--- src/rtl/plru_pkg.sv ---
// plru_pkg -- shared constants and FSM state type for the 4-way tree-PLRU
// controller (plru_ctrl) and its combinational tree helper (plru_tree).
package plru_pkg;

    localparam int WAYS   = 4;
    localparam int TREE_W = 3;
    localparam int WAY_W  = 2;

    typedef enum logic [1:0] {
        IDLE      = 2'd0,
        LOOKUP    = 2'd1,
        RESP_WAIT = 2'd2
    } state_t;

endpackage

--- src/rtl/plru_tree.sv ---
// plru_tree -- combinational 3-bit tree-PLRU victim selection and update.
// Bit 0 is the root (0 points at the left pair), bit 1 chooses inside ways
// 0/1 and bit 2 chooses inside ways 2/3. The accessed way is the hit way on a
// hit or the victim on a miss; the touched path is pointed away from it.
module plru_tree
    import plru_pkg::*;
(
    input  logic [TREE_W-1:0] tree,
    input  logic              hit,
    input  logic [WAY_W-1:0]  hit_way,
    output logic [WAY_W-1:0]  victim,
    output logic [TREE_W-1:0] new_tree
);

    logic [WAY_W-1:0] access;

    // Follow the tree to the victim, then steer the accessed way's path away.
    always_comb begin
        victim   = tree[0] ? {1'b1, tree[2]} : {1'b0, tree[1]};
        access   = hit ? hit_way : victim;
        new_tree = tree;
        if (!access[1]) begin
            new_tree[0] = 1'b1;
            new_tree[1] = ~access[0];
        end else begin
            new_tree[0] = 1'b0;
            new_tree[2] = ~access[0];
        end
    end

endmodule

--- src/rtl/plru_ctrl.sv ---
// plru_ctrl -- request/response controller for a 4-way tree-PLRU state array.
// A request reads the set's tree bits, and the following (LOOKUP) cycle
// answers with the victim or echoed hit way and writes the updated bits back
// exactly once. Same-set back-to-back requests rely on the array forwarding
// its write data to a same-cycle read.
// Optional feature: define LRU_PERF_CNT_EN to build saturating hit/miss
// counters; otherwise perf_hits/perf_misses are tied to zero.
module plru_ctrl
    import plru_pkg::*;
#(
    parameter int S_INDEX = 4
) (
    input  logic               clk,
    input  logic               rst_n,
    input  logic               req_valid,
    output logic               req_ready,
    input  logic [S_INDEX-1:0] req_set,
    input  logic               req_hit,
    input  logic [1:0]         req_hit_way,
    output logic               rsp_valid,
    input  logic               rsp_ready,
    output logic [S_INDEX-1:0] rsp_set,
    output logic [1:0]         rsp_way,
    output logic               lru_csb0,
    output logic               lru_web0,
    output logic [S_INDEX-1:0] lru_addr0,
    input  logic [2:0]         lru_dout0,
    output logic               lru_csb1,
    output logic               lru_web1,
    output logic [S_INDEX-1:0] lru_addr1,
    output logic [2:0]         lru_din1,
    output logic [31:0]        perf_hits,
    output logic [31:0]        perf_misses
);

    state_t             state;
    state_t             next_state;
    logic [S_INDEX-1:0] set_q;
    logic               hit_q;
    logic [1:0]         hit_way_q;
    logic [1:0]         way_q;
    logic [1:0]         victim;
    logic [1:0]         lookup_way;
    logic [2:0]         new_tree;
    logic               fire;
    logic               accept;

    plru_tree u_tree (
        .tree     (lru_dout0),
        .hit      (hit_q),
        .hit_way  (hit_way_q),
        .victim   (victim),
        .new_tree (new_tree)
    );

    // Handshakes; req_ready is gated by rst_n so nothing is accepted in reset.
    assign rsp_valid  = (state == LOOKUP) || (state == RESP_WAIT);
    assign fire       = rsp_valid && rsp_ready;
    assign req_ready  = rst_n && ((state == IDLE) || fire);
    assign accept     = req_valid && req_ready;
    assign lookup_way = hit_q ? hit_way_q : victim;

    // Read port reads the incoming set on accept; the array is never written here.
    assign lru_csb0  = ~accept;
    assign lru_web0  = 1'b1;
    assign lru_addr0 = req_set;

    // Write port commits only in LOOKUP; deselected only while reset is held.
    assign lru_csb1  = ~rst_n;
    assign lru_web1  = (state != LOOKUP);
    assign lru_addr1 = set_q;
    assign lru_din1  = new_tree;

    // The way is live from the tree in LOOKUP and held from a register after.
    assign rsp_set = set_q;
    assign rsp_way = (state == LOOKUP) ? lookup_way : way_q;

    // State register.
    always_ff @(posedge clk or negedge rst_n) begin
        if (!rst_n) begin
            state <= IDLE;
        end else begin
            state <= next_state;
        end
    end

    // Next-state logic: a response fire may chain straight into a new lookup.
    always_comb begin
        next_state = state;
        case (state)
            IDLE: begin
                if (accept) begin
                    next_state = LOOKUP;
                end
            end
            LOOKUP, RESP_WAIT: begin
                if (fire) begin
                    next_state = accept ? LOOKUP : IDLE;
                end else begin
                    next_state = RESP_WAIT;
                end
            end
            default: next_state = IDLE;
        endcase
    end

    // Capture request fields on accept and the answered way during LOOKUP.
    always_ff @(posedge clk or negedge rst_n) begin
        if (!rst_n) begin
            set_q     <= '0;
            hit_q     <= 1'b0;
            hit_way_q <= 2'd0;
            way_q     <= 2'd0;
        end else begin
            if (accept) begin
                set_q     <= req_set;
                hit_q     <= req_hit;
                hit_way_q <= req_hit_way;
            end
            if (state == LOOKUP) begin
                way_q <= lookup_way;
            end
        end
    end

`ifdef LRU_PERF_CNT_EN
    logic [31:0] hits_q;
    logic [31:0] misses_q;

    // Saturating hit/miss counters, bumped once per response fire.
    always_ff @(posedge clk or negedge rst_n) begin
        if (!rst_n) begin
            hits_q   <= 32'd0;
            misses_q <= 32'd0;
        end else if (fire) begin
            if (hit_q && (hits_q != 32'hFFFF_FFFF)) begin
                hits_q <= hits_q + 32'd1;
            end
            if (!hit_q && (misses_q != 32'hFFFF_FFFF)) begin
                misses_q <= misses_q + 32'd1;
            end
        end
    end

    assign perf_hits   = hits_q;
    assign perf_misses = misses_q;
`else
    assign perf_hits   = 32'd0;
    assign perf_misses = 32'd0;
`endif

endmodule
--- config.mk ---
export PLATFORM = sky130hd
export DESIGN_NAME = plru_ctrl
export DESIGN_NICKNAME = d
export VERILOG_FILES = /design/src/rtl/plru_pkg.sv /design/src/rtl/plru_tree.sv /design/src/rtl/plru_ctrl.sv
export SDC_FILE = /design/constraint.sdc
export NUM_CORES = 1
export LEC_CHECK = 0
export ABC_CLOCK_PERIOD_IN_PS = 2200
export CORE_MARGIN = 5
export CORE_UTILIZATION = 32
export DETAILED_ROUTE_END_ITERATION = 8
export PLACE_DENSITY = 0.82
export SYNTH_ARGS = -nofsm -noshare
export SYNTH_HDL_FRONTEND = slang
export SYNTH_SLANG_ARGS = --single-unit
--- constraint.sdc ---
create_clock -name clk -period 2.2 [get_ports clk]
set_clock_uncertainty 0.15 [all_clocks]
set_input_delay 0.44 -clock clk [delete_from_list [all_inputs] [get_ports clk]]
set_output_delay 0.44 -clock clk [all_outputs]
set_load 0.02 [all_outputs]
==> out/metrics.yaml <==
dpl_cell_area_um2: 1350
worstSetupStartpointType: "primary input"
row_count: 21
layout.nets: 190
seq_area_frac_synth_pct: 23.9
grt_pass1_vias: 719
grt_pass1_wl_um: 3360
worstSkewPairLatency_ps: 270
worstPathMaxFanout: 2
cpMostUsedCell: "clkdlybuf4s50_1"
via_per_inst: 3.50
wl_um: 2250
maxCapViolations: 0
grt_max_degree: 13
rrSetupSlack_ps: 440
final_area_um2: 1380
crit_required_ps: 1610
worst-setup-path-type: "primary input to output port"
dr.pass1.iters: 2
core_um2: 3420
synth_area_um2: 1150
power_w: 0.00161
initial_core_util_pct: 33.7
leakage_nw: 0.726
slowest_stage: "clkdlybuf4s50_1"
grt_overflow_total: 0
ys_types: 26
powerDensity_nw_per_um2: 1160
antenna_left: 0
cts_tree: "built"
port_buffers: 35
post-route-period-util_pct: 96.8
end_kind: "output port"
drc: 0
crit_arrival_ps: 1540
report.final.slew_viol_count: 0
antenna_found_initial: 0
holdBufCountCts: 0
fin_crit_ps: 2130
cts-root-buf: "clkbuf_4"
critical-path-top-delay-family: "buffers and inverters"
ys_seq_elements: 11
dieArea_um2: 4900
drtIter0Drc: 10
clock_sinks: 11
area_delta_synth_final_pct: 20.1
postSynthCellCount: 127
gp_congestion: 0.724
cp_num_buf_inv: 2
clockBufferDepth: 2
fmax_mhz: 470
groute.usage.overall_pct: 8.26
die_h_um: 70.0
status: "finished, final reports clean"
num_io_pins: 101
yosys_warnings: 0
setup_viol: 0
die_w_um: 70.0
hold_class: "register to register"
path_clk_slew_ps: 80
vias: 763
n_antenna_cell: 0
dpl.hpwl_um: 1970
crit_chain: "clkdlybuf4s50_1 > clkdlybuf4s50_1"
cts-htree-levels: 1
wl_per_cell_um: 10.3
rsz0062_at_grt: "false"
vdd.ir_drop.worst_uv: 507
cts_buffers: 3
final_layout_size_suffix_gt1_share_pct: 23.3
finalHoldViolations: 0
postSynthAreaPerCell_um2: 9.06
cpPeakStageDelay_ps: 620
## cell type report
type | count | area [µm²]
clock inverter | 1 | 5.00
sequential | 11 | 275
inverter | 8 | 30.0
timing repair buffer | 51 | 448
multi-input combinational | 98 | 544
tap | 46 | 57.6
clock buffer | 3 | 22.5
fill | 373 | 2030
## report_power, final
part,switching [W],internal (W)
Clock,0.0000786,0.0000672
Sequential,0.0000645,0.000300
Combinational,0.000599,0.000498
## stage by stage
step | hold slack, ps | setup TNS [ps] | setup WS [ps] | cells | utilization, %
global route | 403 | 0 | 12.0 | 218 | 40.5
finish | 343 | 0 | 70.9 | 218 | 40.5
CTS | 341 | 0 | 0.218 | 216 | 39.8
detailed placement | 329 | -2260 | -418 | 212 | 39.6
floorplan | -5.59 | 0 | 340 | 190 | -
global placement | 328 | -2210 | -391 | 212 | 39.6
## sequential cells by signal (all words and copies together) (netlist names)
| register | flops |
|---|---|
| hit_q | 1 |
| hit_way_q | 2 |
| lru_addr1 | 4 |
| state | 2 |
| way_q | 2 |
## metal layers
| metal | routed length [µm] | track usage, % |
|---|---|---|
| met1 | 793 | 8.48 |
| met2 | 1220 | 16.2 |
| met3 | 220 | 1.58 |
| met4 | 9 | 3.19 |
| met5 | 0 | 0 |
## logic make-up after synthesis
kind of cell,share of synthesized area [%]
adder cells (fa/ha/maj),3.26
AND/OR/NAND/NOR,5.22
multiplexers,6.85
other,0.652
flip-flops,23.9
AO/OA/AOI/OAI,9.89
buffers and inverters,50.2
## cells in the mapped netlist, drive strengths merged
cell | number | area [µm²]
a32oi | 1 | 8.76
o2bb2ai | 1 | 8.76
nand3b | 1 | 7.51
a21oi | 2 | 13.8
ha | 3 | 37.5
nand2b | 1 | 6.26
o21a | 1 | 7.51
a31oi | 1 | 6.26
a2111oi | 1 | 15.0
a21o | 1 | 7.51
nand2 | 1 | 6.26
inv | 8 | 30.0
dfrtp | 11 | 275
a21boi | 1 | 11.3
nor2 | 4 | 22.5
o21ai | 2 | 10.0
and4b | 1 | 11.3
o32ai | 1 | 8.76
conb | 2 | 7.51
nor2b | 1 | 6.26
mux2 | 7 | 78.8
buf | 73 | 548
a31o | 1 | 8.76
a211oi | 1 | 7.51
## layout by cell type (no fill, tap or decap), drive strengths merged, types with 2 or more instances in the layout
| cell type | instances |
|---|---|
| inv | 8 |
| conb | 65 |
| clkbuf | 3 |
| dlygate4sd2 | 3 |
| nor2 | 4 |
| clkdlybuf4s50 | 24 |
| o21ai | 2 |
| a21oi | 2 |
| buf | 21 |
| clkdlybuf4s15 | 2 |
| ha | 3 |
| dfrtp | 11 |
| mux2 | 7 |
## worst paths after layout
path | startpoint | to | cells after the start
min in group asynchronous | rst_n | hit_way_q[1]$_DFFE_PN0N_ | 2
setup / recovery | req_set[3] | lru_addr0[3] | 2
hold / removal | way_q[0]$_DFF_PN0_ | way_q[0]$_DFF_PN0_ | 1
setup reg to reg | state[1]$_DFFE_PN0P_ | hit_way_q[0]$_DFFE_PN0N_ | 7
max in group asynchronous | rst_n | way_q[1]$_DFF_PN0_ | 2
hold reg to reg | way_q[0]$_DFF_PN0_ | way_q[0]$_DFF_PN0_ | 1
## repair_timing
item | 4_1_cts | 5_1_grt
setup buffers | 0 | 2
setup endpoints to repair | 10 | 6
pin swaps | 1 | 2
gates cloned | 0 | 0
hold endpoints to repair | 0 | 0
resized for setup | 27 | 5
Power figures use the tool's default switching activity.
